--- config.mk ---
export PLATFORM = sky130hd
export DESIGN_NAME = x_lut_k_bit_multi
export DESIGN_NICKNAME = d
export VERILOG_FILES = /design/src/rtl/x_lut_k_bit_multi.sv
export SDC_FILE = /design/constraint.sdc
export NUM_CORES = 1
export LEC_CHECK = 0
export CAP_MARGIN = 20
export CORE_UTILIZATION = 35
export CTS_BUF_LIST = sky130_fd_sc_hd__clkbuf_4
export DETAILED_ROUTE_END_ITERATION = 12
export HOLD_SLACK_MARGIN = 0.1
export SLEW_MARGIN = 20
export SYNTH_ARGS = -nofsm -noshare
export SYNTH_HDL_FRONTEND = slang
export SYNTH_SLANG_ARGS = --single-unit
export TNS_END_PERCENT = 10
--- constraint.sdc ---
create_clock -name i_clk -period 1.7 [get_ports i_clk]
set_input_delay 0.425 -clock i_clk [delete_from_list [all_inputs] [get_ports i_clk]]
set_output_delay 0.425 -clock i_clk [all_outputs]
set_load 0.01 [all_outputs]
--- src/rtl/x_lut_k_bit_multi.sv ---
// K-input, W-output lookup-table cell with a serially loaded shadow store
// and an atomic commit into the active store. The chain output lets several
// cells be daisy-chained on one config line.
module x_lut_k_bit_multi #(
    parameter int unsigned K       = 4,
    parameter int unsigned W       = 2,
    parameter int unsigned REG_OUT = 1
) (
    input  logic         i_clk,
    input  logic         i_rst,
    input  logic         i_chain_data,
    input  logic         i_chain_en,
    output logic         o_chain_data,
    input  logic         i_commit,
    output logic         o_cfg_full,
    output logic         o_cfg_err,
    input  logic [K-1:0] i_in,
    output logic [W-1:0] o_out
);

    // Table depth per output, total config bits, counter and index widths.
    localparam int unsigned T  = 2 ** K;
    localparam int unsigned D  = W * T;
    localparam int unsigned CW = $clog2(D + 1);
    localparam int unsigned AW = $clog2(D);

    logic [D-1:0]  shadow_q;
    logic [D-1:0]  shadow_d;
    logic [D-1:0]  active_q;
    logic [D-1:0]  active_d;
    logic [CW-1:0] count_q;
    logic [CW-1:0] count_d;
    logic          cfg_full_q;
    logic          cfg_full_d;
    logic          cfg_err_q;
    logic          cfg_err_d;
    logic          commit_ok;
    logic [W-1:0]  raw;
    logic [AW-1:0] idx;

    // Next-state for the config path: shift, saturating count, commit, error.
    always_comb begin
        shadow_d   = shadow_q;
        active_d   = active_q;
        count_d    = count_q;
        cfg_err_d  = 1'b0;
        commit_ok  = i_commit & cfg_full_q;

        if (i_chain_en) begin
            shadow_d = {shadow_q[D-2:0], i_chain_data};
        end

        if (commit_ok) begin
            // Commit takes the pre-shift shadow; a simultaneous shift starts a new load.
            active_d = shadow_q;
            count_d  = i_chain_en ? CW'(1) : CW'(0);
        end else if (i_chain_en) begin
            count_d = (count_q == CW'(D)) ? count_q : count_q + CW'(1);
        end

        if (i_commit && !cfg_full_q) begin
            cfg_err_d = 1'b1;
        end

        cfg_full_d = (count_d == CW'(D));
    end

    // Config state registers with synchronous reset.
    always_ff @(posedge i_clk) begin
        if (i_rst) begin
            shadow_q   <= '0;
            active_q   <= '0;
            count_q    <= '0;
            cfg_full_q <= 1'b0;
            cfg_err_q  <= 1'b0;
        end else begin
            shadow_q   <= shadow_d;
            active_q   <= active_d;
            count_q    <= count_d;
            cfg_full_q <= cfg_full_d;
            cfg_err_q  <= cfg_err_d;
        end
    end

    assign o_chain_data = shadow_q[D-1];
    assign o_cfg_full   = cfg_full_q;
    assign o_cfg_err    = cfg_err_q;

    // Table lookup: output w reads its own 2**K slice of the active store.
    always_comb begin
        raw = '0;
        idx = '0;
        for (int w = 0; w < int'(W); w++) begin
            idx    = AW'(AW'(w) << K) + AW'(i_in);
            raw[w] = active_q[idx];
        end
    end

    generate
        if (REG_OUT != 0) begin : g_reg_out
            logic [W-1:0] out_q;

            // Pipelined output stage.
            always_ff @(posedge i_clk) begin
                if (i_rst) begin
                    out_q <= '0;
                end else begin
                    out_q <= raw;
                end
            end

            assign o_out = out_q;
        end else begin : g_comb_out
            assign o_out = raw;
        end
    endgenerate

endmodule
After elaboration in Yosys (flattened, before gate mapping)
Cells that the tools add are included.
{"block": "word_totals", "elab_cells": 24, "output_inout_bits": 5, "regBits": 74, "input_bits": 9}
{"block": "classes", "reduce_logical": 2, "magnitude_cmp": 2, "addsub": 2, "n_eq_ne": 2, "bitwise": 1, "mux": 9}
{"op": "$mux W6", "count": 3}
{"op": "$eq A6 B6 Y1 const B", "count": 2}
{"op": "$add A6 B1 Y6 const B", "count": 1}
{"op": "$lt A4 B6 Y1 const B", "count": 1}
{"op": "$lt A5 B6 Y1 const B", "count": 1}
{"op": "$add A5 B4 Y5 const A", "count": 1}
{"op": "$bmux W1 S5", "count": 1}
{"op": "$bmux W1 S4", "count": 1}
{"op": "$mux W1", "count": 4}
{"op": "$and A1 B1 Y1", "count": 1}
{"op": "$logic_and A1 B1 Y1", "count": 1}
{"op": "$logic_not A1 Y1", "count": 1}

Logic depth before layout (Yosys ltp)
Gate-level depths: netlist (run 1).
{"block": "depth", "ltp_word": 5, "depth_mapped": 5, "depth_no_buf": 5}

Worst setup path before layout (run 1)
No wires, ideal clock.
{"block": "synth_timing", "kind": "in2reg", "startpoint": "input i_in[0]", "endpoint": "register g_reg_out.out_q[0], in the netlist o_out[0]", "t_arrival_ps": 1650, "cell_stages": 4, "n_path_buf": 1, "setup_ps": 130, "required_time_ps": 1570, "slack_ps": -80, "path_cell_list": "buf_6 -> mux4_1 -> mux4_2 -> nor2b_4"}
{"block": "synth_between", "elab_chain_len": 2}
{"item": "start, declared", "line_no": "17", "rtl": "input logic [K-1:0] i_in,"}
{"item": "$bmux W1 S4", "line_no": "95", "rtl": "raw[w] = active_q[idx];"}
{"item": "$mux W1 (implied by the code)", "line_no": "95"}
{"item": "end signal, assigned", "line_no": "108", "rtl": "out_q <= raw;"}
{"item": "end, declared", "line_no": "101", "rtl": "logic [W-1:0] out_q;"}
No other way between the ends. The select of a mux whose other input is x is not followed.
A chain may end at the register's enable or synchronous reset.

Final worst setup path (run 1)
{"block": "layout_timing", "startpoint": "register count_q[1]", "endpoint": "register cfg_full_q, in the netlist o_cfg_full"}
{"block": "layout_between", "elab_chain_len": 5, "word_cells_on_any_way": 6, "classes_between": "add/sub: 1; eq/ne: 2; mux: 3"}
{"item": "start, declared", "line_no": "31", "rtl": "logic [CW-1:0] count_q;"}
{"item": "start signal, assigned", "line_no": "79", "rtl": "count_q <= count_d;"}
{"item": "$add A6 B1 Y6 or $eq A6 B6 Y1 (tied branches)", "line_no": "58", "rtl": "count_d = (count_q == CW'(D)) ? count_q : count_q + CW'(1);"}
{"item": "$mux W6", "line_no": "58"}
{"item": "$mux W6 (*)", "line_no": "57", "rtl": "end else if (i_chain_en) begin"}
{"item": "$mux W6 (*)", "line_no": "53", "rtl": "if (commit_ok) begin"}
{"item": "$eq A6 B6 Y1 (*)", "line_no": "65", "rtl": "cfg_full_d = (count_d == CW'(D));"}
{"item": "end signal, assigned", "line_no": "80", "rtl": "cfg_full_q <= cfg_full_d;"}
{"item": "end, declared", "line_no": "33", "rtl": "logic cfg_full_q;"}
Mark *: on every way between the ends. The rest lies on a longest branch, timed or not.

==> results of run 1 <==
==> where the power goes <==
group	leakage [nW]	switching [mW]	internal, mW
logic	0.663	0.0861	0.0764
registers	0.597	0.00572	1.74
clock network	0.0764	0.566	0.489
total	1.34	0.658	2.31
==> worst min-delay path by stage <==
stage	startpoint	end	cells past startpoint
after detailed placement	o_cfg_full	o_cfg_err	1
after global placement	active_q[29]	active_q[29]	2
after CTS	i_rst	shadow_q[17]	2
after global routing	i_rst	shadow_q[21]	2
after floorplan	active_q[10]	active_q[10]	2
final	i_rst	shadow_q[17]	2
==> layout by cell type (no fill, tap or decap), drive strengths merged, types with 2 or more instances in the layout <==
cell	count
buf	18
dfxtp	74
nand2	68
nor2b	2
mux4	10
or3	2
nor2	37
and2	2
nor3b	2
inv	3
nand4	3
a211oi	2
mux2i	32
clkbuf	12
xor2	3
dlygate4sd2	4
a21oi	37
clkdlybuf4s50	4
dlymetal6s2s	3
clkinv	3
ha	2
o21ai	4
==> metrics by stage <==
step	hold WS, ns	TNS, ns	cell area, um^2
after global routing	0.337	-0.00269	3430
final	0.348	0	3430
after floorplan	0.433	-0.0526	2980
after CTS	0.327	0	3420
after detailed placement	0.448	-2.16	3290
after global placement	0.444	-1.42	3290
==> registers in the layout (all words and copies together) (netlist names) <==
signal / count
active_q: 32
o_cfg_full: 1
shadow_q: 32
o_out: 2
count_q: 6
o_cfg_err: 1
==> critical path: stages, from the launching register on <==
cell and delay, ns:
dfxtp_1 0.40, inv_1 0.09, ha_1 0.19, and3_1 0.18, or4_1 0.49, and4_1 0.18
==> kinds of logic after synthesis <==
| group | synth area share (%) |
|---|---|
| AND/OR/NAND/NOR | 17.8 |
| flip-flops | 49.5 |
| AO/OA/AOI/OAI | 8.24 |
| multiplexers | 19.0 |
| buffers and inverters | 3.72 |
| XOR/XNOR | 0.879 |
| adder cells (fa/ha/maj) | 0.837 |
==> cell usage after synthesis, types with 2 or more instances <==
library cell / instances / area [um^2]
a21oi_1: 37 / 185
and2_1: 2 / 12.5
buf_1: 4 / 15.0
dfxtp_1: 74 / 1480
nand2_1: 68 / 255
ha_1: 2 / 25.0
nor2b_4: 2 / 27.5
inv_1: 3 / 11.3
mux4_2: 4 / 90.1
or3_1: 2 / 12.5
mux2i_1: 32 / 320
mux4_1: 6 / 158
a211oi_1: 2 / 15.0
buf_2: 4 / 20.0
nor3b_1: 2 / 15.0
o21ai_0: 4 / 20.0
clkbuf_1: 13 / 48.8
xor2_1: 3 / 26.3
nor2_1: 37 / 139
nand4_1: 3 / 18.8
==> cell type report <==
type	count	area share [%]
clock buffers	12	2.62
clock inverters	4	1.24
inverters	3	0.328
multi-input cells	215	40.3
flip-flops and latches	74	43.1
well taps	105	3.83
repair buffers	29	8.53
==> timing repair <==
action                     4_1_cts  5_1_grt
cloned                           0        0
pin swaps                        0        0
gates resized for setup          4        4
setup endpoints to repair        5        4
hold endpoints to repair         0        0
==> metal layers <==
metal  vias to the layer above  wire length (um)
li1                       1105                 -
met1                      1001              2670
met2                        20              2450
met3                         7               143
met4                         0                88
met5                         -                 0
==> flow_summary_export.csv, run 1 <==
group,metric,value,unit
timing,finClkSkew,0.00913,ns
power_and_ir_drop,power.leakage,1.34,nW
layout,stdcell_count,442,
global_routing,top_usage_layer,"met2",
logic_synthesis,synth_ff_type,"dfxtp_1",
setup_path,worstPathMaxFanout,4,
layout,area_growth,14.8,%
setup_path,critPathLaunchType,"flop",
timing,hold_violations,0,
layout,drive_gt1_share,13.4,%
floorplan,coreArea,8260,um^2
drt,drc,0,
timing,rsz0062_at_grt,"true",
setup_path,cp-end-kind,"flop",
cts,clockBufferDepth,2,
logic_synthesis,syn_area_per_cell,9.49,um^2
global_routing,gr-total-overflow,0,
timing,clock.fmax,613,MHz
global_routing,grt_first_pass_wirelength,9210,um
power_and_ir_drop,power,2.96,mW
global_routing,use_met3,2.90,%
timing,tightestPinTransition,0.334,ns
cts,clkTransAtPathRegs,0.11,ns
drt,vias_per_cell,4.83,
floorplan,io_pins,14,
logic_synthesis,synth_edf_count,0,
timing,min_period_over_period,95.9,%
logic_synthesis,seq_area_frac_synth,49.5,%
logic_synthesis,synthCells,315,
global_routing,grt_start_max_net_pins,33,
drt,wire_per_inst,12.1,um
logic_synthesis,synth.ff_latch_count,74,
timing,setup-violations-final,0,
global_routing,antenna_found_initial,0,
cts,ctsHoldBuffers,0,
worst_hold_path,hold_class,"in -> reg",
floorplan,die_area,8920,um^2
drt,vias,2133,
cts,cts_setup_buffers,0,
floorplan,std_cell_rows,33,
floorplan,initial_core_util,36.2,%
timing,slew_violations,0,
cts,cts_sinks,74,
power_and_ir_drop,p_per_area,863,nW/um^2
outcome,status,"completed",
timing,relSlewSlack,77.6,%
power_and_ir_drop,peakVddDrop,0.365,mV
cts,cts-root-buf,"clkbuf_4",
layout,multi_input_area,1380,um^2
setup_path,cp.arrival,1.93,ns
drt,drtIter0Drc,71,
layout,antenna_cells,0,
drt,ant_nets,0,
layout,ff_latch_area,1480,um^2
placement,gp_congestion,0.804,
floorplan,fp.dieH,94.4,um
placement,post-place-ws,-0.617,ns
global_routing,grtUsageMet1,16.9,%
layout,nNetsFinal,343,
logic_synthesis,synth_warnings,0,
logic_synthesis,async_flop_share,0,%
cts,cts_inserted_buffers,9,
setup_path,required,2.00,ns
global_routing,grt_pass1_vias,2004,
drt,dr.pass1.iters,4,
timing,setup_ws,0.0697,ns
global_routing,track_usage,13.2,%
setup_path,r2r_cells,5,
global_routing,grtUsageMet2,20.7,%
setup_path,crit_start,"count_q[1]",
layout,nFillCells,837,
logic_synthesis,syn_area,2990,um^2
setup_path,crit_end,"o_cfg_full",
drt,finalWirelength,5350,um
placement,port_buffers,13,
logic_synthesis,ys_types,31,
flow_run,maxCapViolCount,0,
layout,postLayoutCoreUtil,41.6,%
floorplan,die_w,94.4,um
placement,dp_hpwl,3640,um
cts,htree_levels,3,
cts,worstSkewPairLatency,0.40,ns
setup_path,reg2reg_slack,0.07,ns
setup_path,r2r_start,"count_q[1]",
setup_path,worstReg2RegEnd,"o_cfg_full",
timing,finalWorstPathRequiredPeriod,1.63,ns
cts,cts_tree,"built",
logic_synthesis,synth_nets,326,
placement,place_inst,426,
setup_path,worst-setup-path-type,"reg -> reg",
(Power assumes the default switching activity.)
==> inputs of run 2 (changes only) <==
--- a/config.mk
+++ b/config.mk
@@ -6,8 +6,9 @@
 export NUM_CORES = 1
 export LEC_CHECK = 0
 export CAP_MARGIN = 20
-export CORE_UTILIZATION = 35
+export CORE_UTILIZATION = 45
 export CTS_BUF_LIST = sky130_fd_sc_hd__clkbuf_4
+export CTS_CLUSTER_DIAMETER = 80
 export DETAILED_ROUTE_END_ITERATION = 12
 export HOLD_SLACK_MARGIN = 0.1
 export SLEW_MARGIN = 20
==> flow_summary_export.csv, run 2 (synthesis results as in run 1) <==
group,metric,value,unit
outcome,status,"completed",
power_and_ir_drop,p_int,2.25,mW
setup_path,reg2reg_slack,0.08,ns
setup_path,cp-end-kind,"flop",
flow_run,maxCapViolCount,0,
layout,stdcell_count,414,
setup_path,critPathLaunchType,"primary input",
power_and_ir_drop,p_switching,0.690,mW
floorplan,fp.dieH,83.5,um
power_and_ir_drop,power,2.94,mW
timing,relSlewSlack,70.7,%
cts,clkTransAtPathRegs,0.12,ns
setup_path,crit_chain,"clkdlybuf4s50_1, buf_12, mux4_2, mux4_2, nor2b_4",
placement,place_inst,399,
cts,cts-root-buf,"clkbuf_4",
layout,reg_top3,"active_q x32, shadow_q x32, count_q x6",
timing,setup-violations-final,0,
setup_path,worst-setup-path-type,"in -> reg",
layout,antenna_cells,0,
setup_path,cp_slowest_cell,"clkdlybuf4s50_1",
power_and_ir_drop,p_per_area,870,nW/um^2
timing,tightestPinTransition,0.439,ns
timing,clock.fmax,592,MHz
timing,slew_violations,0,
placement,gp_congestion,0.830,
layout,nNetsFinal,344,
drt,dr.pass1.iters,4,
cts,cts_sinks,74,
cts,ctsHoldBuffers,0,
drt,vias,2183,
placement,port_buffers,13,
global_routing,grt_pass1_vias,2037,
global_routing,antenna_found_initial,0,
power_and_ir_drop,peakVddDrop,0.449,mV
floorplan,die_area,6980,um^2
floorplan,io_pins,14,
layout,postLayoutCoreUtil,52.9,%
cts,worstSkewPairLatency,0.41,ns
setup_path,worstPathMaxFanout,8,
cts,cts_tree,"built",
floorplan,initial_core_util,46.8,%
drt,finalWirelength,5580,um
global_routing,track_usage,17.4,%
global_routing,gr-total-overflow,0,
timing,hold_violations,0,
drt,ant_nets,0,
timing,finalSetupTns,0,ns
power_and_ir_drop,power.leakage,1.31,nW
layout,nFillCells,620,
power_and_ir_drop,clkPwrFrac,35.0,%
layout,layout_common_cells,"dfxtp_1 (74), nand2_1 (68), nor2_1 (37), a21oi_1 (37), mux2i_1 (32)",
floorplan,die_w,83.5,um
layout,drive_gt1_share,13.6,%
setup_path,required,2.00,ns
cts,cts_inserted_buffers,9,
global_routing,grt_start_max_net_pins,33,
global_routing,grt_first_pass_wirelength,9700,um
cts,htree_levels,3,
power_and_ir_drop,seq_power_share,59.4,%
timing,min_period_over_period,99.3,%
layout,final_common_cell,"dfxtp_1",
layout,area_growth,12.9,%
drt,drtIter0Drc,94,
setup_path,max_stage_delay,0.51,ns
drt,drc,0,
setup_path,cp.arrival,1.99,ns
power_and_ir_drop,p_sw_share,23.5,%
timing,fin_hold_ws,0.398,ns
timing,finClkSkew,0.0136,ns
timing,finalWorstPathRequiredPeriod,1.69,ns
drt,wire_per_inst,13.5,um
placement,dp_hpwl,3810,um
setup_path,crit_top_cell,"mux4_2",
power_and_ir_drop,power_frac_comb,5.6,%
timing,rsz0062_at_grt,"false",
floorplan,coreArea,6390,um^2
drt,vias_per_cell,5.27,
worst_hold_path,hold_class,"in -> reg",
cts,clockBufferDepth,2,
floorplan,std_cell_rows,29,
run 2: cell types whose count changed in the layout (fill, tap and decap cells not counted), sizes merged:
cell	previous run	this run
clkbuf	12	9
dlymetal6s2s	3	2
buf	18	19
clkinvlp	0	2
clkdlybuf4s50	4	5
run 2: routing by layer:
metal | track usage [%] | share of wire, %
met4 | 8.32 | 2.2
met5 | 0 | 0
met3 | 3.66 | 3.2
met1 | 24.0 | 51
met2 | 26.2 | 43
run 2: stage by stage:
stage          cell area [um^2]  setup WS (ns)
2_1_floorplan              2980        -0.0263
3_3_place_gp               3250         -0.587
3_5_place_dp               3250         -0.613
4_1_cts                    3370        0.00263
5_1_grt                    3380        0.00299
6_report                   3380         0.0113
run 2: path summary, 6_finish.rpt:
kind / start / endpoint / depth (start not counted)
setup / recovery: i_in[1] / o_out[0] / 5
hold / removal: i_rst / count_q[5] / 3
hold reg to reg: active_q[19] / active_q[19] / 2
setup reg to reg: count_q[2] / o_cfg_full / 4
run 2: power groups by stage:
stage,clock network (mW),registers [mW],logic [mW]
2_1_floorplan,0,1.79,0.107
3_3_place_gp,0,1.79,0.166
3_5_place_dp,0,1.79,0.167
4_1_cts,1.05,1.75,0.166
5_1_grt,1.13,1.75,0.179
6_report,1.03,1.75,0.165
run 2: what timing repair did:
item,in CTS,in global routing
cloned,0,0
setup buffers,0,0
resized for setup,4,2
endpoints found under the setup margin,5,2
run 2: cell type report:
class	count	area [um^2]	area share (%)
clock buffer	9	67.6	2.00
multi-input combinational	215	1380	40.7
clock inverter	6	58.8	1.74
sequential	74	1480	43.9
inverter	3	11.3	0.334
tap	77	96.3	2.85
timing repair buffer	30	285	8.45
run 2: critical path, delay by kind of cell:
family                 cells  cell delay, ns
and+or+nand+nor            1            0.14
buffers and inverters      2            0.64
muxes                      2            0.78
